`src/rtl/alu_exec_unit_pkg.sv`:
```
// alu_exec_unit_pkg: shared integer-pipeline definitions.
// Holds the opcode encodings (OPT_*), the opcode/word/ROB-tag types, their
// zero constants, TRUE/FALSE, and the result-FIFO entry record.
package alu_exec_unit_pkg;

    typedef logic [4:0]  INST_OPT_TP;
    typedef logic [31:0] WORD_TP;
    typedef logic [3:0]  ROB_IDX_TP;

    localparam logic TRUE  = 1'b1;
    localparam logic FALSE = 1'b0;

    localparam WORD_TP    ZERO_WORD    = 32'd0;
    localparam ROB_IDX_TP ZERO_ROB_IDX = 4'd0;

    localparam INST_OPT_TP OPT_NONE  = 5'd0;
    localparam INST_OPT_TP OPT_LUI   = 5'd1;
    localparam INST_OPT_TP OPT_ADD   = 5'd2;
    localparam INST_OPT_TP OPT_SUB   = 5'd3;
    localparam INST_OPT_TP OPT_XOR   = 5'd4;
    localparam INST_OPT_TP OPT_OR    = 5'd5;
    localparam INST_OPT_TP OPT_AND   = 5'd6;
    localparam INST_OPT_TP OPT_SLT   = 5'd7;
    localparam INST_OPT_TP OPT_SLTU  = 5'd8;
    localparam INST_OPT_TP OPT_SLL   = 5'd9;
    localparam INST_OPT_TP OPT_SRL   = 5'd10;
    localparam INST_OPT_TP OPT_SRA   = 5'd11;
    localparam INST_OPT_TP OPT_ADDI  = 5'd12;
    localparam INST_OPT_TP OPT_XORI  = 5'd13;
    localparam INST_OPT_TP OPT_ORI   = 5'd14;
    localparam INST_OPT_TP OPT_ANDI  = 5'd15;
    localparam INST_OPT_TP OPT_SLTI  = 5'd16;
    localparam INST_OPT_TP OPT_SLTIU = 5'd17;
    localparam INST_OPT_TP OPT_SLLI  = 5'd18;
    localparam INST_OPT_TP OPT_SRLI  = 5'd19;
    localparam INST_OPT_TP OPT_SRAI  = 5'd20;
    localparam INST_OPT_TP OPT_BEQ   = 5'd21;
    localparam INST_OPT_TP OPT_BNE   = 5'd22;
    localparam INST_OPT_TP OPT_BLT   = 5'd23;
    localparam INST_OPT_TP OPT_BGE   = 5'd24;
    localparam INST_OPT_TP OPT_BLTU  = 5'd25;
    localparam INST_OPT_TP OPT_BGEU  = 5'd26;

    typedef struct packed {
        ROB_IDX_TP rob_idx;
        WORD_TP    val;
    } fifo_ent_t;

endpackage

```
`src/rtl/alu_exec_unit_if.sv`:
```
// alu_exec_unit_if: RS->ALU issue bus plus the ALU CDB broadcast port.
//   master: reservation station / CDB arbiter side
//   slave : ALU execution unit side
// Handshakes:
//   issue: the RS may pulse alu_ena in any cycle in which alu_stall was low
//          at the preceding edge; there is no per-op acknowledge.
//   cdb  : cdb_alu_valid/src/val stay stable until the edge where
//          cdb_alu_valid & cdb_gnt are both high; that edge consumes the entry.
interface alu_exec_unit_if;
    import alu_exec_unit_pkg::*;

    logic       alu_ena;
    INST_OPT_TP alu_opt;
    WORD_TP     alu_val1;
    WORD_TP     alu_val2;
    WORD_TP     alu_imm;
    ROB_IDX_TP  alu_rob_idx;
    logic       alu_stall;
    logic       cdb_gnt;
    logic       cdb_alu_valid;
    ROB_IDX_TP  cdb_alu_src;
    WORD_TP     cdb_alu_val;

    modport master (
        output alu_ena, alu_opt, alu_val1, alu_val2, alu_imm, alu_rob_idx, cdb_gnt,
        input  alu_stall, cdb_alu_valid, cdb_alu_src, cdb_alu_val
    );

    modport slave (
        input  alu_ena, alu_opt, alu_val1, alu_val2, alu_imm, alu_rob_idx, cdb_gnt,
        output alu_stall, cdb_alu_valid, cdb_alu_src, cdb_alu_val
    );

endinterface

```
`src/rtl/alu_exec_unit_alu_core.sv`:
```
// alu_core: purely combinational RV32I integer evaluator.
// Ports: opt (opcode), val1/val2/imm (operands) -> result (32-bit).
// Branches return 1 when taken, 0 otherwise; unknown opcodes return 0.
module alu_core
    import alu_exec_unit_pkg::*;
(
    input  INST_OPT_TP opt,
    input  WORD_TP     val1,
    input  WORD_TP     val2,
    input  WORD_TP     imm,
    output WORD_TP     result
);

    WORD_TP     op2;
    logic [4:0] shamt;
    logic       lt_s;
    logic       lt_u;
    logic       eq;

    // I-type ops take the immediate as second operand; everything else
    // (R-type and branches) uses val2.
    always_comb begin
        op2 = val2;
        if (opt inside {OPT_ADDI, OPT_XORI, OPT_ORI, OPT_ANDI, OPT_SLTI,
                        OPT_SLTIU, OPT_SLLI, OPT_SRLI, OPT_SRAI}) begin
            op2 = imm;
        end
        shamt = op2[4:0];
        lt_s  = $signed(val1) < $signed(op2);
        lt_u  = val1 < op2;
        eq    = val1 == op2;
    end

    always_comb begin
        result = ZERO_WORD;
        case (opt)
            OPT_LUI:             result = imm;
            OPT_ADD,  OPT_ADDI:  result = val1 + op2;
            OPT_SUB:             result = val1 - op2;
            OPT_XOR,  OPT_XORI:  result = val1 ^ op2;
            OPT_OR,   OPT_ORI:   result = val1 | op2;
            OPT_AND,  OPT_ANDI:  result = val1 & op2;
            OPT_SLT,  OPT_SLTI:  result = {31'd0, lt_s};
            OPT_SLTU, OPT_SLTIU: result = {31'd0, lt_u};
            OPT_SLL,  OPT_SLLI:  result = val1 << shamt;
            OPT_SRL,  OPT_SRLI:  result = val1 >> shamt;
            OPT_SRA,  OPT_SRAI:  result = WORD_TP'($signed(val1) >>> shamt);
            OPT_BEQ:             result = {31'd0, eq};
            OPT_BNE:             result = {31'd0, ~eq};
            OPT_BLT:             result = {31'd0, lt_s};
            OPT_BGE:             result = {31'd0, ~lt_s};
            OPT_BLTU:            result = {31'd0, lt_u};
            OPT_BGEU:            result = {31'd0, ~lt_u};
            default:             result = ZERO_WORD;
        endcase
    end

endmodule

```
`src/rtl/alu_exec_unit.sv`:
```
// alu_exec_unit: ALU execution unit between the ALU reservation station and
// the common data bus. Each accepted op is evaluated in its issue cycle and
// its {rob_idx, result} is queued in an in-order FIFO whose head is offered
// on the CDB until granted.
// Ports:
//   clk, rst  clock; synchronous active-high reset
//   rdy       global ready; low freezes all state
//   rb        ROB rollback; flushes the FIFO and drops the same-cycle op
//   bus       alu_exec_unit_if.slave (issue inputs, alu_stall, cdb_* outputs)
//   perf_ops, perf_stall  (only with ALU_PERF_EN defined) pushed-op count and
//             count of ready cycles spent stalled; cleared by rst only
module alu_exec_unit
    import alu_exec_unit_pkg::*;
#(
    parameter int FIFO_DEPTH = 4,
    parameter int FIFO_BIT   = 2
) (
    input  logic clk,
    input  logic rst,
    input  logic rdy,
    input  logic rb,
    alu_exec_unit_if.slave bus
`ifdef ALU_PERF_EN
    ,
    output logic [31:0] perf_ops,
    output logic [31:0] perf_stall
`endif
);

    localparam logic [FIFO_BIT-1:0] PTR_ONE    = FIFO_BIT'(1);
    localparam logic [FIFO_BIT:0]   CNT_ONE    = (FIFO_BIT+1)'(1);
    localparam logic [FIFO_BIT:0]   CNT_FULL   = (FIFO_BIT+1)'(FIFO_DEPTH);
    localparam logic [FIFO_BIT:0]   CNT_ALMOST = (FIFO_BIT+1)'(FIFO_DEPTH - 1);

    fifo_ent_t           mem_q [FIFO_DEPTH];
    fifo_ent_t           mem_d [FIFO_DEPTH];
    logic [FIFO_BIT-1:0] head_q, head_d;
    logic [FIFO_BIT-1:0] tail_q, tail_d;
    logic [FIFO_BIT:0]   count_q, count_d;
    logic                stall_q, stall_d;

    WORD_TP alu_result;
    logic   head_valid;
    logic   push;
    logic   pop;

    alu_core u_alu_core (
        .opt    (bus.alu_opt),
        .val1   (bus.alu_val1),
        .val2   (bus.alu_val2),
        .imm    (bus.alu_imm),
        .result (alu_result)
    );

    assign head_valid = count_q != '0;

    // A push while full is a protocol error and is simply dropped.
    // Pop needs valid already high, so a fresh push never bypasses the FIFO.
    assign push = rdy & ~rb & bus.alu_ena & (bus.alu_opt != OPT_NONE) &
                  (bus.alu_rob_idx != ZERO_ROB_IDX) & (count_q != CNT_FULL);
    assign pop  = rdy & ~rb & head_valid & bus.cdb_gnt;

    always_comb begin
        mem_d   = mem_q;
        head_d  = head_q;
        tail_d  = tail_q;
        count_d = count_q;
        stall_d = stall_q;
        if (rst || (rdy && rb)) begin
            head_d  = '0;
            tail_d  = '0;
            count_d = '0;
            stall_d = FALSE;
        end else if (rdy) begin
            if (push) begin
                mem_d[tail_q] = '{rob_idx: bus.alu_rob_idx, val: alu_result};
                tail_d        = tail_q + PTR_ONE;
            end
            if (pop) begin
                head_d = head_q + PTR_ONE;
            end
            case ({push, pop})
                2'b10:   count_d = count_q + CNT_ONE;
                2'b01:   count_d = count_q - CNT_ONE;
                default: count_d = count_q;
            endcase
            // Asserting at DEPTH-1 keeps one slot free for the op the RS may
            // still issue in the cycle the stall first becomes visible.
            stall_d = count_d >= CNT_ALMOST;
        end
    end

    always_ff @(posedge clk) begin
        mem_q   <= mem_d;
        head_q  <= head_d;
        tail_q  <= tail_d;
        count_q <= count_d;
        stall_q <= stall_d;
    end

    // Outputs read as zero while the FIFO is empty.
    assign bus.alu_stall     = stall_q;
    assign bus.cdb_alu_valid = head_valid;
    assign bus.cdb_alu_src   = head_valid ? mem_q[head_q].rob_idx : ZERO_ROB_IDX;
    assign bus.cdb_alu_val   = head_valid ? mem_q[head_q].val     : ZERO_WORD;

`ifdef ALU_PERF_EN
    logic [31:0] perf_ops_q,   perf_ops_d;
    logic [31:0] perf_stall_q, perf_stall_d;

    // Rollback does not touch these; they wrap naturally at 2^32.
    always_comb begin
        perf_ops_d   = perf_ops_q;
        perf_stall_d = perf_stall_q;
        if (rst) begin
            perf_ops_d   = '0;
            perf_stall_d = '0;
        end else begin
            if (push) begin
                perf_ops_d = perf_ops_q + 32'd1;
            end
            if (rdy && stall_q) begin
                perf_stall_d = perf_stall_q + 32'd1;
            end
        end
    end

    always_ff @(posedge clk) begin
        perf_ops_q   <= perf_ops_d;
        perf_stall_q <= perf_stall_d;
    end

    assign perf_ops   = perf_ops_q;
    assign perf_stall = perf_stall_q;
`endif

endmodule
```
`src/flat_wrapper.sv`:
```
// flat-port wrapper written by rule: the top's interface ports become plain ports
module alu_exec_unit_flat import alu_exec_unit_pkg::*;
#(
    parameter int FIFO_DEPTH = 4,
    parameter int FIFO_BIT   = 2
)
  (clk, rst, rdy, rb, bus_alu_ena, bus_alu_opt, bus_alu_val1, bus_alu_val2, bus_alu_imm, bus_alu_rob_idx, bus_cdb_gnt, bus_alu_stall, bus_cdb_alu_valid, bus_cdb_alu_src, bus_cdb_alu_val);
  alu_exec_unit_if bus_i ();
  input  logic clk;
  input  logic rst;
  input  logic rdy;
  input  logic rb;
  input wire logic [$bits(bus_i.alu_ena)-1:0] bus_alu_ena;
  input wire logic [$bits(bus_i.alu_opt)-1:0] bus_alu_opt;
  input wire logic [$bits(bus_i.alu_val1)-1:0] bus_alu_val1;
  input wire logic [$bits(bus_i.alu_val2)-1:0] bus_alu_val2;
  input wire logic [$bits(bus_i.alu_imm)-1:0] bus_alu_imm;
  input wire logic [$bits(bus_i.alu_rob_idx)-1:0] bus_alu_rob_idx;
  input wire logic [$bits(bus_i.cdb_gnt)-1:0] bus_cdb_gnt;
  output wire logic [$bits(bus_i.alu_stall)-1:0] bus_alu_stall;
  output wire logic [$bits(bus_i.cdb_alu_valid)-1:0] bus_cdb_alu_valid;
  output wire logic [$bits(bus_i.cdb_alu_src)-1:0] bus_cdb_alu_src;
  output wire logic [$bits(bus_i.cdb_alu_val)-1:0] bus_cdb_alu_val;
  assign bus_i.alu_ena = bus_alu_ena;
  assign bus_i.alu_opt = bus_alu_opt;
  assign bus_i.alu_val1 = bus_alu_val1;
  assign bus_i.alu_val2 = bus_alu_val2;
  assign bus_i.alu_imm = bus_alu_imm;
  assign bus_i.alu_rob_idx = bus_alu_rob_idx;
  assign bus_i.cdb_gnt = bus_cdb_gnt;
  assign bus_alu_stall = bus_i.alu_stall;
  assign bus_cdb_alu_valid = bus_i.cdb_alu_valid;
  assign bus_cdb_alu_src = bus_i.cdb_alu_src;
  assign bus_cdb_alu_val = bus_i.cdb_alu_val;
  alu_exec_unit #(.FIFO_DEPTH(FIFO_DEPTH), .FIFO_BIT(FIFO_BIT)) u_core (.clk(clk), .rst(rst), .rdy(rdy), .rb(rb), .bus(bus_i));
endmodule
```
`config.mk`:
```
export PLATFORM = sky130hd
export DESIGN_NAME = alu_exec_unit_flat
export DESIGN_NICKNAME = d
export VERILOG_FILES = /design/src/rtl/alu_exec_unit_pkg.sv /design/src/rtl/alu_exec_unit_if.sv /design/src/rtl/alu_exec_unit_alu_core.sv /design/src/rtl/alu_exec_unit.sv /design/src/flat_wrapper.sv
export SDC_FILE = /design/constraint.sdc
export NUM_CORES = 1
export LEC_CHECK = 0
export CELL_PAD_IN_SITES_DETAIL_PLACEMENT = 1
export CELL_PAD_IN_SITES_GLOBAL_PLACEMENT = 2
export CORE_MARGIN = 1.5
export CORE_UTILIZATION = 40
export DETAILED_ROUTE_END_ITERATION = 16
export PLACE_DENSITY = 0.95
export RECOVER_POWER = 25
export SYNTH_ARGS = -nofsm -noshare
export SYNTH_HDL_FRONTEND = slang
export SYNTH_HIERARCHICAL = 1
export SYNTH_SLANG_ARGS = --single-unit
export TNS_END_PERCENT = 10
```
`constraint.sdc`:
```
create_clock -name clk -period 10.76 [get_ports clk]
set_input_delay 2.152 -clock clk [delete_from_list [all_inputs] [get_ports clk]]
set_output_delay 2.152 -clock clk [all_outputs]
set_load 0.1 [all_outputs]
```
# After elaboration in Yosys (flattened, before gate mapping)
# Cells that the tools add are included.
[totals]
register_bits = 152
latchBits = 0
mem_bits_rw = 0
rom_bits = 0
inputBits = 111
output_inout_bits = 38
mem_count = 0
[op_classes]
n_addsub = 6
n_mul = 0
div_mod_pow = 0
order_cmp = 6
n_eq_ne = 30
n_shift = 3
muxes = 13
bitwise = 17
reduce_logical = 19
[ops]
columns = ["cell", "count"]
rows = [
  ["one-hot mux 32 bit (15 select lines)", 1],
  ["bitwise mux 144 bit", 1],
  ["2-to-1 mux 36 bit", 3],
  ["binary-select mux 36 bit (select 2 bit)", 1],
  ["demux 36 bit (select 2 bit)", 1],
  ["less-than comparator 32 bit", 2],
  ["2-to-1 mux 32 bit", 2],
  ["equality test 5 bit, second input constant", 11],
  ["equality test 5 x 4 -> 1 bit, second input constant", 8],
  ["adder 32 bit", 1],
  ["AND 32 bit", 1],
  ["equality test 32 bit", 1],
  ["OR 32 bit", 1],
  ["left shift 32 x 5 -> 32 bit", 1],
  ["right shift 32 x 5 -> 32 bit", 1],
  [">>> shifter 32 x 5 -> 32 bit", 1],
  ["subtractor 32 bit", 1],
  ["XOR 32 bit", 1],
  ["equality test 5 x 3 -> 1 bit, second input constant", 4],
  ["OR reduction 2 bit", 7],
  ["equality test 5 x 2 -> 1 bit, second input constant", 2],
  ["nonzero test 9 bit", 1],
  ["AND 1 bit", 7],
  [">= comparator 3 bit, second input constant", 2],
  ["other kinds (22)", 32],
]

# Logic depth before layout (Yosys ltp)
[depth]
ltp_word = 11
depth_mapped = 20

# Hierarchy
# Netlist, hierarchy kept.
[by_module_without_submodules]
columns = ["mod", "n_inst", "cells_per_inst", "area_per_inst_um2"]
rows = [
  ["alu_core", 1, 1475, 9625.5],
  ["alu_exec_unit", 1, 299, 6007.0],
]

# Worst setup path before layout
# No wires, ideal clock.
[synth_timing]
path_kind = "input to register"
startpoint = "input bus_alu_opt[2]"
endpoint = "register u_core/mem_q[100] (netlist bit) (data pin)"
setup_time_ns = 0.287
arrival_ns = 6.292
setup_slack_ns = 4.181
path_stages = 19
cell_sequence = "buf_2 and3b_1 a21oi_4 clkbuf_1 buf_1 mux2_2 inv_1 ha_1 clkbuf_1 nand3_1 o21ai_1 o22ai_1 nor2_1 a311o_1 a221o_1 a21o_1 a32oi_1 o22ai_1 or4_1"
[synth_via]
elab_chain_len = 6
[synth_lines]
columns = ["element", "line_no", "rtl"]
rows = [
  ["from (decl)", "flat_wrapper.sv:14", "input wire logic [$bits(bus_i.alu_opt)-1:0] bus_alu_opt;"],
  ["equality test 5 x 4 -> 1 bit or equality test 5 bit (tied branches)", "alu_exec_unit_alu_core.sv:24, alu_exec_unit_alu_core.sv:36", ""],
  ["nonzero test 9 bit", "alu_exec_unit_alu_core.sv:24", "if (opt inside {OPT_ADDI, OPT_XORI, OPT_ORI, OPT_ANDI, OPT_SLTI,"],
  ["2-to-1 mux 32 bit", "alu_exec_unit_alu_core.sv:24", ""],
  ["subtractor 32 bit (tied with other cells)", "alu_exec_unit_alu_core.sv:39", "OPT_SUB: result = val1 - op2;"],
  ["one-hot mux 32 bit (15 select lines) (*)", "alu_exec_unit_alu_core.sv:36", "case (opt)"],
  ["net u_core.alu_result[28]", "alu_exec_unit.sv:42", "WORD_TP alu_result;"],
  ["bitwise mux 144 bit (*)", "alu_exec_unit.sv:76", "mem_d[tail_q] = '{rob_idx: bus.alu_rob_idx, val: alu_result};"],
  ["to (signal assigned)", "alu_exec_unit.sv:94", "mem_q <= mem_d;"],
  ["to (decl)", "alu_exec_unit.sv:35", "fifo_ent_t mem_q [FIFO_DEPTH];"],
]
# Mark *: on every way through the listed nets, which the timed path passes. The rest lies on a longest branch.
# A chain may end at the register's enable or synchronous reset.

# Worst setup path after layout
[layout_timing]
startpoint = "input bus_alu_opt[3]"
endpoint = "register u_core/mem_q[31] (netlist bit) (data pin)"
# The elaborated chain is that of the path after synthesis.

==> out/results.tsv <==
stage	metric	value	unit
power_and_ir_drop	power.density	123	nW/um^2
layout	drive_gt1_frac	0.0960	
logic_synthesis	ys_types	97	
drt	drc_errors	0	
drt	top_layer_used	met5	
clock_tree	clock-root-buffer	clkbuf_16	
logic_synthesis	synth_edf_count	144	
die	die_w	201	um
grt	grt_pass1_wl	104000	um
die	initial_core_util	0.404	
layout	nNetsFinal	2082	
critical_path	end_kind	flip-flop	
logic_synthesis	synth_area	15600	um^2
timing	layout_min_cycle_time	8170	ps
grt	grt_pass1_vias	15909	
place	hpwl	54600	um
drt	postRouteWirelength	70400	um
logic_synthesis	synth_area_leaders	edfxtp_1 28%, ha_1 8.7%, mux2i_1 6.1%	
power_and_ir_drop	irDropWorstVdd	0.0748	mV
die	core	38600	um^2
drt	wl_met3	5220	um
clock_tree	postCtsHoldBufs	0	
clock_tree	cts_buffers	25	
critical_path	start_kind	primary input	
timing	rsz0062_at_grt	false	
critical_path	crit_family	compound AO/OA/AOI/OAI gates	
power_and_ir_drop	p_int	1.40	mW
run	drv.max_cap_violation_count	3	
power_and_ir_drop	p_seq_frac	0.303	
logic_synthesis	synthFlopType	edfxtp_1	
logic_synthesis	ys_top_cells_by_count	161 x nor2_1, 144 x edfxtp_1, 132 x nand2_1	
logic_synthesis	synth-warning-count	6	
drt	wl_per_cell	29.6	um
clock_tree	ctsHtreeMaxLevel	4	
outcome	outcome	complete, but fails checks	
critical_path	crit_type	primary input to flip-flop	
timing	maxSlewHeadroom	-0.585	
drt	first_iter_violations	1276	
logic_synthesis	netlist.area_leader.share	0.277	
clock_tree	clock_sinks	152	
die	rows	72	
critical_path	crit_required	10980	ps
drt	vias	15525	
grt	grt_overflow	0	
timing	fin_tns_setup	0	ps
timing	period_share	0.759	
place	place_ws	2270	ps
critical_path	cp_num_buf_inv	3	
drt	routed-wl-met2	32700	um
power_and_ir_drop	p_leak	6.84	nW
critical_path	slowest_delay	1050	ps
logic_synthesis	syn_nets	1996	
place	dpl-instance-area	17600	um^2
logic_synthesis	yosys.area.top_type	edfxtp_1	
grt	grt_max_degree	57	
worst_hold_path	hp-class	flip-flop to flip-flop	
timing	tightest_slew	2380	ps
die	die_y	201	um
logic_synthesis	seq_area_frac_synth	0.287	
clock_tree	cts_setup_buffers	0	
die	dieArea	40300	um^2
die	io_pins	149	
drt	avgViaCountPerCell	6.51	
grt	grt_usage	0.343	
drt	antenna_left	0	
layout	post-route-cell-area	18200	um^2
clock_tree	cts_tree	yes	
critical_path	critPathArrivalTime	8390	ps
timing	slew_viol_final	111	
grt	antenna_found_initial	3	
timing	hold_viol	0	
clock_tree	cts_resized	0	
timing	max_freq	122	MHz
power_and_ir_drop	p_clk_frac	0.296	
critical_path	path_max_fanout	48	
clock_tree	clk_pin_slew	50	ps
logic_synthesis	syn_inst	1774	
power_and_ir_drop	power_switching	0.833	mW
timing	skew	14.5	ps
power_and_ir_drop	p_sw_frac	0.373	
drt	met1_length	29300	um
critical_path	path_cells	dlygate4sd3_1, nor2b_1, a21oi_4, mux2i_4, buf_4, inv_2, ha_1, a21oi_1, nor2_1, o31a_1, a211o_1, a221oi_4, o31ai_2, a31o_1, and2_4, a2111o_1, a31oi_1	
clock_tree	ctsLongestPathBuffers	3	
outcome	violations	capacitance limit, slew limit	
clock_tree	worst_skew_pair.late_latency	470	ps
logic_synthesis	yosysMostFrequentCell	nor2_1	
layout	fill_cells	4451	
logic_synthesis	ys_async_sr_fraction	0	
layout	syn_to_final_growth	16.4	%
logic_synthesis	syn_area_per_cell	8.81	um^2
timing	finalWorstSetupSlack	2590	ps
logic_synthesis	synth-seq-cells	152	
timing	setup_violations	0	
place	io_buffers	148	
critical_path	critPathSlowestCell	dlygate4sd3_1	
place	place_congestion	0.975	
drt	firstDrtPassIters	5	
power_and_ir_drop	comb_power_share	0.401	
-- placed cells by master (no fill, tap or decap), types with 8 or more instances in the layout --
master / netlist / layout
mux2_2: 44 / 44
nand4_1: 9 / 9
clkdlybuf4s50_1: 0 / 139
ha_1: 109 / 109
nor2b_1: 46 / 46
or4_1: 9 / 9
or3_1: 15 / 15
o31ai_1: 17 / 17
o211ai_1: 28 / 28
mux4_2: 37 / 37
edfxtp_1: 144 / 144
nand3b_1: 8 / 8
a221oi_1: 23 / 23
o21ai_1: 33 / 33
nor2_1: 161 / 160
inv_1: 98 / 98
a21o_1: 23 / 23
a22oi_1: 19 / 19
nand3_1: 55 / 55
nor3_1: 34 / 32
a21oi_1: 124 / 123
and3_1: 10 / 10
mux2i_1: 95 / 94
nand2b_1: 11 / 11
a211oi_1: 14 / 14
o21ai_0: 90 / 90
nor4_1: 13 / 12
clkbuf_16: 0 / 25
o21bai_1: 15 / 15
dlygate4sd3_1: 0 / 8
a221o_1: 8 / 8
a31oi_1: 16 / 16
nand2_1: 132 / 132
o22ai_1: 16 / 16
o221ai_1: 24 / 24
buf_4: 8 / 35
a2111oi_0: 9 / 9
xnor2_1: 22 / 22
-- logic make-up after synthesis --
kind of cell             count (synthesis)  share of synthesized area
AO/OA/AOI/OAI                          549                      0.239
XOR/XNOR                                27                     0.0151
adder cells (fa/ha/maj)                111                     0.0898
buffers and inverters                  230                     0.0607
flip-flops                             152                      0.287
multiplexers                           180                      0.149
AND/OR/NAND/NOR                        525                      0.160
-- through the flow --
step | hold WS [ps] | instances | util | total power [mW]
after global placement | 480 | 2351 | 0.454 | 1.54
final | 526 | 2383 | 0.471 | 2.23
after global routing | 560 | 2382 | 0.471 | 2.30
after CTS | 532 | 2382 | 0.472 | 2.21
after detailed placement | 525 | 2351 | 0.454 | 1.55
after floorplan | 468 | 1774 | - | 1.23
-- worst reg2reg max path, stage by stage, from the launching register on --
cell,delay [ps]
dfxtp_1,530
nor3b_1,140
a211o_1,340
nor3_1,240
clkbuf_1,1720
-- cell type report --
class,count,area (um^2),share of cell area
timing repair buffer,186,1750,0.0962
clock buffer,25,626,0.0344
inverter,103,387,0.0212
tap,518,648,0.0356
sequential,152,4490,0.246
multi-input combinational,1392,10200,0.563
antenna,1,2.50,0.000137
clock inverter,6,51.3,0.00282
-- state kept, by name (all words and copies together), names as in the netlist --
signal                count
u_core/tail_q             2
u_core/bus.alu_stall      1
u_core/mem_q            144
u_core/head_q             2
u_core/count_q            3
-- power groups by stage --
stage | sequential, mW | clock, mW | combinational (mW)
detailed placement | 0.686 | 0 | 0.864
finish | 0.675 | 0.660 | 0.895
global route | 0.675 | 0.689 | 0.940
floorplan | 0.687 | 0 | 0.544
global placement | 0.686 | 0 | 0.850
CTS | 0.675 | 0.672 | 0.868
-- final timing paths --
| path | from | end | slack, ps | cells after the start |
|---|---|---|---|---|
| max reg2reg | u_core/count_q[0] | u_core/mem_q[28] | 7330 | 4 |
| min reg2reg | u_core/tail_q[1] | u_core/tail_q[1] | 530 | 2 |
| min | u_core/tail_q[1] | u_core/tail_q[1] | 530 | 2 |
| max | bus_alu_opt[3] | u_core/mem_q[31] | 2590 | 17 |
-- routing by layer --
metal / GRT usage / vias up
li1: - / 6867
met1: 0.445 / 7776
met2: 0.561 / 711
met3: 0.0604 / 169
met4: 0.151 / 2
met5: 0 / -
Note: power is estimated with default switching activity, not from simulation.
